**src/rtl/vx_commit_arb_pkg.sv**
```systemverilog
// Shared types for the commit arbiter: per-beat commit payload and the unit index map.
package vx_commit_arb_pkg;

    localparam int unsigned COMMIT_DATA_W   = 128;
    localparam int unsigned COMMIT_NUM_SRCS = 4;
    localparam int unsigned COMMIT_CNT_W    = 32;

    typedef enum logic [1:0] {
        COMMIT_SRC_ALU = 2'd0,
        COMMIT_SRC_LSU = 2'd1,
        COMMIT_SRC_SFU = 2'd2,
        COMMIT_SRC_FPU = 2'd3
    } commit_src_e;

    typedef struct packed {
        logic [COMMIT_DATA_W-1:0] data;
        logic                     sop;
        logic                     eop;
    } commit_pkt_t;

endpackage

```
**src/rtl/vx_commit_rr_sel.sv**
```systemverilog
// Combinational cyclic priority select: first valid source at or after rr_ptr.
module vx_commit_rr_sel #(
    parameter int unsigned N = 4
) (
    input  logic [N-1:0]         valid,
    input  logic [$clog2(N)-1:0] rr_ptr,
    output logic [N-1:0]         grant_oh,
    output logic [$clog2(N)-1:0] grant_idx,
    output logic                 any
);

    localparam int unsigned IDX_W = $clog2(N);

    always_comb begin
        int unsigned j;
        grant_oh  = '0;
        grant_idx = '0;
        any       = 1'b0;
        j         = 0;
        for (int unsigned k = 0; k < N; k++) begin
            j = (32'(rr_ptr) + k) % N;
            if (!any && valid[j]) begin
                any         = 1'b1;
                grant_idx   = IDX_W'(j);
                grant_oh[j] = 1'b1;
            end
        end
    end

endmodule

```
**src/rtl/vx_commit_arb.sv**
```systemverilog
// Merges per-unit commit streams into one, round-robin with packet locking, via a 2-entry output buffer.
// Optional perf counters (perf_commits, perf_stalls) are built when VX_COMMIT_ARB_PERF_EN is defined.
module vx_commit_arb
    import vx_commit_arb_pkg::*;
#(
    parameter int unsigned NUM_SRCS = COMMIT_NUM_SRCS,
    parameter int unsigned DATA_W   = COMMIT_DATA_W,
    parameter int unsigned CNT_W    = COMMIT_CNT_W
) (
    input  logic                         clk,
    input  logic                         reset,
    input  logic [NUM_SRCS-1:0]          in_valid,
    input  logic [NUM_SRCS*DATA_W-1:0]   in_data,
    input  logic [NUM_SRCS-1:0]          in_sop,
    input  logic [NUM_SRCS-1:0]          in_eop,
    output logic [NUM_SRCS-1:0]          in_ready,
    output logic                         out_valid,
    output logic [DATA_W-1:0]            out_data,
    output logic                         out_sop,
    output logic                         out_eop,
    output logic [$clog2(NUM_SRCS)-1:0]  out_src,
    input  logic                         out_ready
`ifdef VX_COMMIT_ARB_PERF_EN
    ,
    output logic [CNT_W-1:0]             perf_commits,
    output logic [CNT_W-1:0]             perf_stalls
`endif
);

    localparam int unsigned SRC_W = $clog2(NUM_SRCS);

    commit_pkt_t      mem_q   [2];
    commit_pkt_t      mem_d   [2];
    logic [SRC_W-1:0] msrc_q  [2];
    logic [SRC_W-1:0] msrc_d  [2];
    logic             rd_ptr_q, rd_ptr_d;
    logic             wr_ptr_q, wr_ptr_d;
    logic [1:0]       count_q, count_d;
    logic             lock_q, lock_d;
    logic [SRC_W-1:0] locked_src_q, locked_src_d;
    logic [SRC_W-1:0] rr_ptr_q, rr_ptr_d;

    logic [NUM_SRCS-1:0] sel_oh, gnt_oh;
    logic [SRC_W-1:0]    sel_idx, gnt_idx;
    logic                sel_any;
    logic                acc, pop;
    commit_pkt_t         beat;

    vx_commit_rr_sel #(.N(NUM_SRCS)) u_rr_sel (
        .valid     (in_valid),
        .rr_ptr    (rr_ptr_q),
        .grant_oh  (sel_oh),
        .grant_idx (sel_idx),
        .any       (sel_any)
    );

    // Grant: a held lock overrides round-robin; readiness looks only at buffer occupancy.
    always_comb begin
        gnt_oh  = '0;
        gnt_idx = lock_q ? locked_src_q : sel_idx;
        if (lock_q) begin
            gnt_oh[locked_src_q] = 1'b1;
        end else if (sel_any) begin
            gnt_oh = sel_oh;
        end
        in_ready = (!reset && count_q != 2'd2) ? gnt_oh : '0;
    end

    always_comb begin
        beat.data = in_data[32'(gnt_idx)*DATA_W +: DATA_W];
        beat.sop  = in_sop[gnt_idx];
        beat.eop  = in_eop[gnt_idx];
        acc       = |(in_valid & in_ready);
        pop       = (count_q != 2'd0) && out_ready;
    end

    always_comb begin
        mem_d    = mem_q;
        msrc_d   = msrc_q;
        wr_ptr_d = wr_ptr_q;
        rd_ptr_d = rd_ptr_q;
        if (acc) begin
            mem_d[wr_ptr_q]  = beat;
            msrc_d[wr_ptr_q] = gnt_idx;
            wr_ptr_d         = ~wr_ptr_q;
        end
        if (pop) begin
            rd_ptr_d = ~rd_ptr_q;
        end
        count_d = count_q + 2'(acc) - 2'(pop);
    end

    // Lock opens on sop-without-eop, closes on any eop from the locked unit.
    always_comb begin
        lock_d       = lock_q;
        locked_src_d = locked_src_q;
        rr_ptr_d     = rr_ptr_q;
        if (acc) begin
            if (beat.sop && !beat.eop) begin
                lock_d       = 1'b1;
                locked_src_d = gnt_idx;
            end else if (beat.eop && lock_q && gnt_idx == locked_src_q) begin
                lock_d = 1'b0;
            end
            if (beat.eop) begin
                rr_ptr_d = SRC_W'((32'(gnt_idx) + 1) % NUM_SRCS);
            end
        end
    end

    always_ff @(posedge clk or posedge reset) begin
        if (reset) begin
            for (int i = 0; i < 2; i++) begin
                mem_q[i]  <= '0;
                msrc_q[i] <= '0;
            end
            rd_ptr_q     <= 1'b0;
            wr_ptr_q     <= 1'b0;
            count_q      <= 2'd0;
            lock_q       <= 1'b0;
            locked_src_q <= '0;
            rr_ptr_q     <= '0;
        end else begin
            mem_q        <= mem_d;
            msrc_q       <= msrc_d;
            rd_ptr_q     <= rd_ptr_d;
            wr_ptr_q     <= wr_ptr_d;
            count_q      <= count_d;
            lock_q       <= lock_d;
            locked_src_q <= locked_src_d;
            rr_ptr_q     <= rr_ptr_d;
        end
    end

    assign out_valid = (count_q != 2'd0);
    assign out_data  = mem_q[rd_ptr_q].data;
    assign out_sop   = mem_q[rd_ptr_q].sop;
    assign out_eop   = mem_q[rd_ptr_q].eop;
    assign out_src   = msrc_q[rd_ptr_q];

`ifdef VX_COMMIT_ARB_PERF_EN
    logic [CNT_W-1:0] commits_q, commits_d;
    logic [CNT_W-1:0] stalls_q, stalls_d;

    always_comb begin
        commits_d = commits_q + CNT_W'(pop && out_eop);
        stalls_d  = stalls_q + CNT_W'((count_q != 2'd0) && !out_ready);
    end

    always_ff @(posedge clk or posedge reset) begin
        if (reset) begin
            commits_q <= '0;
            stalls_q  <= '0;
        end else begin
            commits_q <= commits_d;
            stalls_q  <= stalls_d;
        end
    end

    assign perf_commits = commits_q;
    assign perf_stalls  = stalls_q;
`endif

endmodule

```
**config.mk**
```make
export PLATFORM = sky130hd
export DESIGN_NAME = vx_commit_arb
export DESIGN_NICKNAME = d
export VERILOG_FILES = /design/src/rtl/vx_commit_arb_pkg.sv /design/src/rtl/vx_commit_rr_sel.sv /design/src/rtl/vx_commit_arb.sv
export SDC_FILE = /design/constraint.sdc
export NUM_CORES = 1
export LEC_CHECK = 0
export ABC_CLOCK_PERIOD_IN_PS = 33700
export BUFFER_PORTS_ARGS = -buffer_cell sky130_fd_sc_hd__buf_2
export CAP_MARGIN = 10
export CORE_AREA = 2 2 256 258
export CTS_CLUSTER_SIZE = 30
export DETAILED_ROUTE_END_ITERATION = 8
export DIE_AREA = 0 0 258 260
export SLEW_MARGIN = 20
export SYNTH_ARGS = -nofsm -noshare
export SYNTH_HDL_FRONTEND = slang
export SYNTH_SLANG_ARGS = --single-unit
export TNS_END_PERCENT = 30
```
**constraint.sdc**
```tcl
create_clock -name clk -period 33.7 [get_ports clk]
set_input_delay 6.74 -clock clk [delete_from_list [all_inputs] [get_ports clk]]
set_output_delay 6.74 -clock clk [all_outputs]
set_load 0.005 [all_outputs]
```
==> results.md, run 1 <==
- Status: finished clean
- Post-synth EDFFs: 0
- Main synth FF type: dfrtp_1
- Die Y: 260 µm
- Layout cells sized above 1: 43.55%
- Clock-pin transition on the worst setup and hold timing paths: 0.06 ns
- Boundary pin count: 664
- Worst Skew: 0.009690 ns
- # hold bufs at CTS: 0
- Antenna violations before repair: 2
- Post-synth design cell area: 16,260 µm²
- Die width: about 260 µm
- H-tree depth: 1
- Sw Ratio: 42.50%
- Synthesis-to-layout area growth: 29.41%
- VDD IR-drop max: 85.07 µV
- Postcts setup bufs: 0
- Hold crit path type: reg2reg
- Via density: 4.429
- RSZ-0062 raised after global routing: no
- Synthesized instance count: 1,706
- CTS resizes: 0
- Share of the synthesized area in the top cell type: 42.01%
- Tot GR Track Use: 13.38%
- Tmin final: ~15 ns
- Critical path arrival: around 8.4 ns
- Sum Neg Setup Slack: 0 ns
- DR pass1 iterations: 5
- Drt initial violations: 645
- Clock sinks: 273
- Die ar.: 67,080 µm²
- Root Buffer: clkbuf_16
- Clk_lat worst skew: 0.57 ns
- Hold path depth: 2
- Power Dens Cells: 103.5 nW/µm²
- Final setup viols: 0
- I/O Buffers: 663
- Vias in the first global route: 13,580
- # DRC: 0
- DR vias: roughly 14,000
- Floorplan Core Area: 64,120 µm²
- Yosys reg bits: 273
- Total grt overflow: 0
- Relative slew slack: 33.86%
- Ys async rst share: 100.0%
- Maximum Capacitance Violations: 0
- Worst-path fanout max: 13
- Syn Area/Cell: 9.533 µm²
- WL/cell: between 15 and 20 µm
- Largest area contributor in the netlist: dfrtp_1
- YS warnings: 0
- Reg power frac: 26.5%
- Netlist cell types: 47
- Crit Path Category: in2out
- Largest net degree at the start of global routing: between 100 and 150
- Psw: 0.9255 mW
- Worst path required time: 26.96 ns
- Final Max Slew Viols: 0
- First-pass GRT wire length: 73.43 mm
- Max clock buf depth: 3
- Pint: about 1.3 mW
- R2R depth: 11
- Crit end category: output pin
- Final #Nets: approximately 2,800
- Sequential share of the synthesized area: 42.01%
- Max Clk Rate: about 0.066 GHz
- Antenna-violating nets left: 0
- Clock share of power: 15.8%
- Placed cell count: 3,103
- Combinational power share: 57.7%
- Worst slew pin tran: 0.9921 ns
- Placer Congestion: 0.8893
- CTS tree: built
- Detailed placement HPWL: 35.98 mm
- Initial core utilization: 25.37%
- CTS Buf Count: 30
- Cell Rows: 93
- Routed WL: 47.42 mm
- Post-synth net total: 2,242
- Layout Cells excl Fill: 3,160
- Final period util: 44.96%
- Top cells by area, synth: dfrtp_1 42%, mux2_2 18%, nand2_1 9.2%
- P_leak: 10.25 nW
- Final hold vios: 0
- Startpoint Class: input port
- Hold WS: 0.4719 ns
-- placed cells by master, fill, tap and decap left out, types with 2 or more instances in the layout --
cell type   netlist  final
ha_1              9      9
xor2_1            3      3
nand3_1           3      3
o21ai_0         174    174
o311ai_1          2      2
clkbuf_16         0     31
inv_1            10      9
nor2b_1           2      2
clkbuf_8          0      9
buf_2            31    663
and2_1            3      3
mux2i_1         138    138
nor3b_1           6      6
clkbuf_1         51      4
nor2_1            7      7
nor3_1            3      3
mux2_1           10     10
nand3b_1          4      4
mux2_2          257    257
a21boi_0          2      2
o31ai_1           3      3
xnor2_1           2      2
clkinvlp_4        0      2
a211oi_1          4      4
diode_2           0      2
nand2_1         398    397
buf_4            23     18
clkinv_2          0      5
a21oi_1          10     10
o21ai_1         222    222
bufinv_16         0      3
mux4_2            3      3
dfrtp_1         273    272
and3b_1           2      2
-- cell usage after synthesis, drive strengths merged (3+ instances only) --
cell	instances
nor2	7
nand2	398
nand3b	5
a21oi	10
and2	3
mux4	3
dfrtp	273
ha	9
xor2	3
buf	83
nor3b	6
inv	10
o21ai	397
o31ai	3
nor3	3
mux2i	138
a211oi	4
nand3	3
clkbuf	56
mux2	267
-- area by class of cell --
cell class / instances / area (µm²)
Sequential cell: 273 / 6835
Clock buffer: 44 / 914.6
Tap cell: 855 / 1070
Timing Repair Buffer: 681 / 3453
Inverter: 10 / 45.04
Antenna cell: 2 / 5.005
Fill cell: 6747 / 43070
Clock inverter: 11 / 138.9
Multi-Input combinational cell: 1284 / 8584
-- power by group through the flow --
stage	combinational, mW	sequential [mW]	clock (mW)
3_5_place_dp	1.28	0.584	0
3_3_place_gp	1.27	0.579	0
5_1_grt	1.41	0.601	0.368
2_1_floorplan	0.973	0.552	0
4_1_cts	1.28	0.580	0.355
6_report	1.26	0.578	0.343
-- routing by layer --
layer  track usage, %  share of wire [%]  up-vias
li1                 -                  -     7121
met5                0                  0        -
met3            2.515                6.5       38
met1            16.67                 43     6363
met4            3.131                1.6        0
met2            23.83                 49      475
-- through the flow --
stage	worst slack, ns	instance area (µm²)	util [%]	total power, mW
4_1_cts	18.57	21040	32.82	2.216
6_report	18.55	21050	32.83	2.178
3_3_place_gp	18.56	19990	31.18	1.845
2_1_floorplan	12.46	16260	-	1.525
5_1_grt	18.43	21040	32.82	2.382
3_5_place_dp	18.59	19990	31.18	1.861
-- state kept, by name (all words and copies together) (netlist names) --
signal and flops:
rd_ptr_q 1, msrc_q 4, locked_src_q 2, rr_ptr_q 2, count_q 2, lock_q 1, wr_ptr_q 1, mem_q 260
-- worst paths after layout --
kind                             start  slack [ns]     endpoint
setup / recovery           in_valid[2]       18.55  in_ready[0]
hold / removal                mem_q[5]        0.47     mem_q[5]
setup reg to reg           rr_ptr_q[0]       28.00   mem_q[204]
hold reg to reg               mem_q[5]        0.47     mem_q[5]
max in group asynchronous        reset       25.04   mem_q[146]
min in group asynchronous        reset        6.19   mem_q[209]
-- cell families after synthesis --
| family | after synthesis | share of synthesized area [%] |
|---|---|---|
| and+or+nand+nor | 436 | 10.74 |
| AOI/OAI and AO/OA | 426 | 13.49 |
| muxes | 408 | 27.40 |
| DFF | 273 | 42.01 |
| buffers and inverters | 149 | 5.401 |
| adders and majority gates | 9 | 0.6924 |
| xor gates and xnor gates | 5 | 0.2693 |
-- worst max-delay path, stage by stage --
cell      delay, ns
buf_2          0.18
mux4_2         0.59
nand3b_1       0.20
a21oi_1        0.20
a21oi_1        0.07
nor2_1         0.09
a31oi_1        0.05
nor2_1         0.15
buf_2          0.14
No activity file was read; power rests on OpenSTA's default activity.
==> inputs of run 2 (changes only) <==
--- a/config.mk
+++ b/config.mk
@@ -5,7 +5,7 @@
 export SDC_FILE = /design/constraint.sdc
 export NUM_CORES = 1
 export LEC_CHECK = 0
-export ABC_CLOCK_PERIOD_IN_PS = 33700
+export ABC_CLOCK_PERIOD_IN_PS = 14100
 export BUFFER_PORTS_ARGS = -buffer_cell sky130_fd_sc_hd__buf_2
 export CAP_MARGIN = 10
 export CORE_AREA = 2 2 256 258
==> constraint.sdc (replaced) <==
create_clock -name clk -period 14.1 [get_ports clk]
set_input_delay 2.82 -clock clk [delete_from_list [all_inputs] [get_ports clk]]
set_output_delay 2.82 -clock clk [all_outputs]
set_load 0.005 [all_outputs]
==> run 2 against run 1 <==
Cell count is 0.16% lower. Final area is 0.34% lower. Clock skew is 0.015 ns higher. First-iteration DRC count is 16% lower. Sequential share of layout area is 0.11 points higher. Count of clock-buffer cells in the layout stayed put. Largest cell class unchanged.
==> results.md, run 2 (synthesis gave the netlist of run 1 again) <==
- Status: finished clean
- DR vias: 13,890
- Sum Neg Setup Slack: 0 ns
- WL/cell: 15.02 µm
- Cell Rows: 93
- Tmin final: 7.316 ns
- Max clock buf depth: 3
- Clock sinks: 273
- Layout cells sized above 1: 43.19%
- Worst Skew: 0.02460 ns
- Worst-path cell with the longest stage delay: mux4_2
- Via density: between 4 and 5
- FF-to-FF Start: rr_ptr_q[0]
- Hold path depth: 2
- Boundary pin count: 664
- Final Max Slew Viols: 0
- CP peak stage delay: roughly 0.6 ns
- Tot GR Track Use: between 10% and 20%
- H-tree depth: 1
- Max Clk Rate: 0.1367 GHz
- Top reg by flops: mem_q
- First-pass GRT wire length: around 74 mm
- Clock-pin transition on the worst setup and hold timing paths: around 0.05 ns
- Vias in the first global route: 13,640
- Placer Congestion: 0.8942
- Power Dens Cells: 246.8 nW/µm²
- Worst slew pin tran: approximately 1.0 ns
- WHS Endpoint: mem_q[5]
- VDD IR-drop max: about 240 µV
- Worst-path fanout max: 13
- Maximum Capacitance Violations: 0
- Relative slew slack: between 30 and 40%
- RSZ-0062 raised after global routing: no
- Most frequent cells in the layout: 663 x buf_2, 397 x nand2_1, 272 x dfrtp_1
- Hold WS: 0.4708 ns
- CP bufs+invs: 2
- Routed WL: 47.39 mm
- CTS resizes: 0
- Die Y: 260 µm
- Critical path arrival: 4.50 ns
- Commonest non-fill, non-tap cell in the layout: buf_2
- Crit-path most repeated cell: a21oi_1
- Layout Cells excl Fill: 3,155
- Hold crit path type: reg2reg
- Antenna-violating nets left: 0
- Drt initial violations: 544
- Placed cell count: 3,101
- Power, Total: 5.175 mW
- # DRC: 0
- Largest register FFs: 260
- Critical-path cell list: buf_2 -> mux4_2 -> a21oi_1 -> a21oi_1 -> a21oi_1 -> nor2_1 -> a31oi_1 -> nor2_1 -> buf_2
- Detailed placement HPWL: 36.00 mm
- Startpoint Class: input port
- I/O Buffers: 663
- Root Buffer: clkbuf_16
- P_leak: just over 10 nW
- Total grt overflow: 0
- Final #Nets: 2,815
- Die width: between 200 and 300 µm
- Crit end category: output pin
- Final period util: around half
- Family with the most delay on the worst path: compound AO/OA/AOI/OAI gates
- CTS tree: built
- Postcts setup bufs: 0
- Reg2Reg Setup Slack: between 8 and 9 ns
- Worst path required time: between 10 and 15 ns
- Die ar.: ~67,000 µm²
- R2R depth: 11
- Initial core utilization: 25.37%
- Floorplan Core Area: 64,120 µm²
- # hold bufs at CTS: 0
- CTS Buf Count: 31
- RR Endpoint: mem_q[128]
- DR pass1 iterations: 4
- Min-delay src: mem_q[5]
- Final setup viols: 0
- Largest net degree at the start of global routing: 140
- Final hold vios: 0
- Crit Path Category: in2out
- Synthesis-to-layout area growth: 28.97%
- Top Registers: mem_q: 260 flops, msrc_q: 4 flops
- Clk_lat worst skew: between 0.5 and 0.6 ns
- Antenna violations before repair: 2
[run 2: worst min-delay path, delay by kind of cell, from the launching register on]
family	cells	cell delay, ns
AND/OR/NAND/NOR	1	0.04
AO/OA/AOI/OAI	1	0.05
flip-flops	1	0.33
[run 2: cell type report]
class	count	area, µm²
Multi-Input combinational cell	1284	8584
Inverter	10	45.04
Antenna cell	1	2.502
Sequential cell	273	6835
Fill cell	6731	43140
Timing Repair Buffer	679	3451
Clock buffer	44	854.6
Tap cell	855	1070
Clock inverter	9	131.4
[run 2: how the worst max path moves through the flow]
| stage | cells past startpoint | slack (ns) | end | startpoint |
|---|---|---|---|---|
| finish | 9 | 6.78 | in_ready[0] | in_valid[2] |
| global route | 6 | 6.56 | in_ready[3] | reset |
| CTS | 6 | 6.78 | in_ready[3] | reset |
| detailed placement | 6 | 6.78 | in_ready[3] | reset |
| global placement | 6 | 6.80 | in_ready[3] | reset |
| floorplan | 4 | 0.70 | in_ready[3] | reset |
[run 2: stage by stage]
step                      util (%)  instance area (µm²)  setup WS, ns
after detailed placement     31.17                19990         6.785
after CTS                    32.71                20970         6.781
after floorplan                  -                16260        0.7020
after global placement       31.17                19990         6.797
final                        32.71                20970         6.784
after global routing         32.71                20970         6.558
[run 2: power by group]
part           total [mW]  internal (mW)  switching [mW]
sequential           1.39           1.18           0.213
combinational        3.00           1.32            1.68
clock               0.789          0.473           0.317
total                5.18           2.97            2.21
[run 2: metal layers]
metal  track usage, %  up-vias  wire (µm)
li1                 -     7116          -
met1            16.80     6244      20190
met2            23.51      467      22820
met3            2.456       67       3029
met4            4.432        0       1360
met5                0        -          0
==> inputs of run 3 (changes only) <==
--- a/config.mk
+++ b/config.mk
@@ -5,7 +5,7 @@
 export SDC_FILE = /design/constraint.sdc
 export NUM_CORES = 1
 export LEC_CHECK = 0
-export ABC_CLOCK_PERIOD_IN_PS = 14100
+export ABC_CLOCK_PERIOD_IN_PS = 6800
 export BUFFER_PORTS_ARGS = -buffer_cell sky130_fd_sc_hd__buf_2
 export CAP_MARGIN = 10
 export CORE_AREA = 2 2 256 258
==> constraint.sdc (replaced) <==
create_clock -name clk -period 6.8 [get_ports clk]
set_input_delay 1.36 -clock clk [delete_from_list [all_inputs] [get_ports clk]]
set_output_delay 1.36 -clock clk [all_outputs]
set_load 0.005 [all_outputs]
==> run 3 against run 2 <==
Via count is 0.99% higher. Critical path depth is 1 higher. Global-route usage rose by 0.091 points. Largest cell class unchanged. Routed wire length increased by 2.3%. Highest routed layer unchanged. Count of clock-buffer cells in the layout is 2 lower. Non-clock buffer count rose by 11. Hold slack about the same. Final area increased by 0.82%.
==> results.md, run 3 (synthesis gave the netlist of run 1 again) <==
- RR Endpoint: mem_q[20]
- Max Clk Rate: 0.2085 GHz
- Combinational power share: 59.6%
- Final setup viols: 0
- Cell Rows: 93
- Largest net degree at the start of global routing: 160
- Floorplan Core Area: 64,120 µm²
- DR pass1 iterations: 5
- Top reg by flops: mem_q
- Tot GR Track Use: a little over an eighth
- Critical path arrival: 3.44 ns
- First-pass GRT wire length: 73.89 mm
- Die ar.: 67,080 µm²
- Critical-path cell list: inv_1 -> ha_1 -> mux4_2 -> nand3b_1 -> a21oi_1 -> a21oi_1 -> nor2_1 -> a31oi_1 -> nor2_1 -> buf_2
- Top Registers: mem_q: 260 flops, msrc_q: 4 flops
- Crit Path Category: reg2out
- Detailed placement HPWL: 36.64 mm
- Drt initial violations: 534
- Layout cells sized above 1: 43.94%
- Worst path required time: 5.44 ns
- Placed inst area: ~20,000 µm²
- Die width: 258 µm
- Placer Congestion: approximately 0.85
- Final instance area: between 20,000 and 25,000 µm²
- I/O Buffers: 663
- Worst Skew: 0.02534 ns
- Hold crit path type: reg2reg
- Via density: about 4.4
- Total grt overflow: 0
- Commonest non-fill, non-tap cell in the layout: buf_2
- Die Y: 260 µm
- Routed WL: about 48 mm
- Startpoint Class: flop
- DR vias: ~14,000
- Final hold vios: 0
- Hold WS: 0.4712 ns
- # hold bufs at CTS: 0
- CP peak stage delay: around 0.74 ns
- Setup ws final: about 2.0 ns
- Status: finished clean
- Vias in the first global route: about 14,000
- Final period util: 70.54%
- Final #Nets: about 2,800
- Boundary pin count: 664
- Post-Place Setup Slack: roughly 1.9 ns
- Antenna cell count: 0
- Tmin final: 4.797 ns
- CP Capture Point: in_ready[0]
- Final Max Slew Viols: 0
- Clock-pin transition on the worst setup and hold timing paths: 0.07 ns
- Power Dens Cells: 515.1 nW/µm²
- Largest register FFs: 260
- R2R depth: 11
- Crit end category: output pin
- Maximum Capacitance Violations: 0
- CTS resizes: 0
- Relative slew slack: 35.71%
- Root Buffer: clkbuf_16
- Antenna violations before repair: 1
- Reg2Reg Setup Slack: about 2.2 ns
- Reg power frac: 26.3%
- Clock share of power: 14.1%
- P_leak: 10.27 nW
- Synthesis-to-layout area growth: 30.02%
- Clock sinks: 273
- WL/cell: 15.32 µm
- CTS tree: built
- Pint: 6.209 mW
- Worst-path fanout max: 17
- Antenna-violating nets left: 0
- Most frequent cells in the layout: 663 x buf_2, 397 x nand2_1, 272 x dfrtp_1
- Sw Ratio: 42.99%
- CTS Buf Count: 30
- FF-to-FF Start: rr_ptr_q[0]
- Max clock buf depth: 3
- Postcts setup bufs: 0
- Psw: roughly 4.7 mW
- Worst slew pin tran: 0.9644 ns
- Initial core utilization: 25.37%
- VDD IR-drop max: 410.9 µV
- Clk_lat worst skew: 0.58 ns
- H-tree depth: 1
- Worst-path cell with the longest stage delay: dfrtp_1
- Crit. Startpoint: rr_ptr_q[0]
- # DRC: 0
- RSZ-0062 raised after global routing: no
run 3: cell type report:
cell class                 count  area, µm²
tap                          855       1070
multi-input combinational   1284       8638
clock inverter                11      57.56
timing repair buffer         690       3646
sequential                   273       6835
fill                        6715      42970
inverter                      10      41.29
clock buffer                  42      857.1
run 3: worst min-delay path by stage:
stage | start | end | slack [ns] | cells after the start
2_1_floorplan | mem_q[0] | mem_q[0] | 0.44 | 2
3_3_place_gp | mem_q[7] | mem_q[7] | 0.45 | 2
3_5_place_dp | mem_q[3] | mem_q[3] | 0.46 | 2
4_1_cts | mem_q[21] | mem_q[21] | 0.48 | 2
5_1_grt | mem_q[4] | mem_q[4] | 0.50 | 2
6_report | mem_q[14] | mem_q[14] | 0.47 | 2
run 3: worst max-delay path: cells and delay by family (launching register included):
| kind | cells | cell delay, ns |
|---|---|---|
| AOI/OAI and AO/OA | 3 | 0.37 |
| and+or+nand+nor | 3 | 0.40 |
| muxes | 1 | 0.46 |
| DFF | 1 | 0.74 |
| adders and majority gates | 1 | 0.52 |
| buffers and inverters | 2 | 0.36 |
run 3: per-layer routing:
metal  up-vias  GRT usage (%)  share of wire, %
met2       459          24.02                49
li1       7116              -                 -
met1      6408          17.09                43
met4         0          3.227               2.3
met5         -              0                 0
met3        49          2.485               5.9
run 3: stage by stage:
| step | power (mW) | util [%] | std cells | setup TNS [ns] |
|---|---|---|---|---|
| finish | 10.89 | 32.98 | 3165 | 0 |
| global route | 11.87 | 32.98 | 3165 | 0 |
| CTS | 11.08 | 32.98 | 3165 | 0 |
| detailed placement | 9.492 | 31.55 | 3112 | 0 |
| global placement | 9.400 | 31.55 | 3112 | 0 |
| floorplan | 7.686 | - | 1706 | -286.57 |
run 3: power by group through the flow:
stage	sequential [mW]	clock, mW	combinational, mW
2_1_floorplan	2.74	0	4.95
3_3_place_gp	2.88	0	6.52
3_5_place_dp	2.89	0	6.60
4_1_cts	2.87	1.59	6.62
5_1_grt	2.98	1.64	7.25
6_report	2.87	1.53	6.49
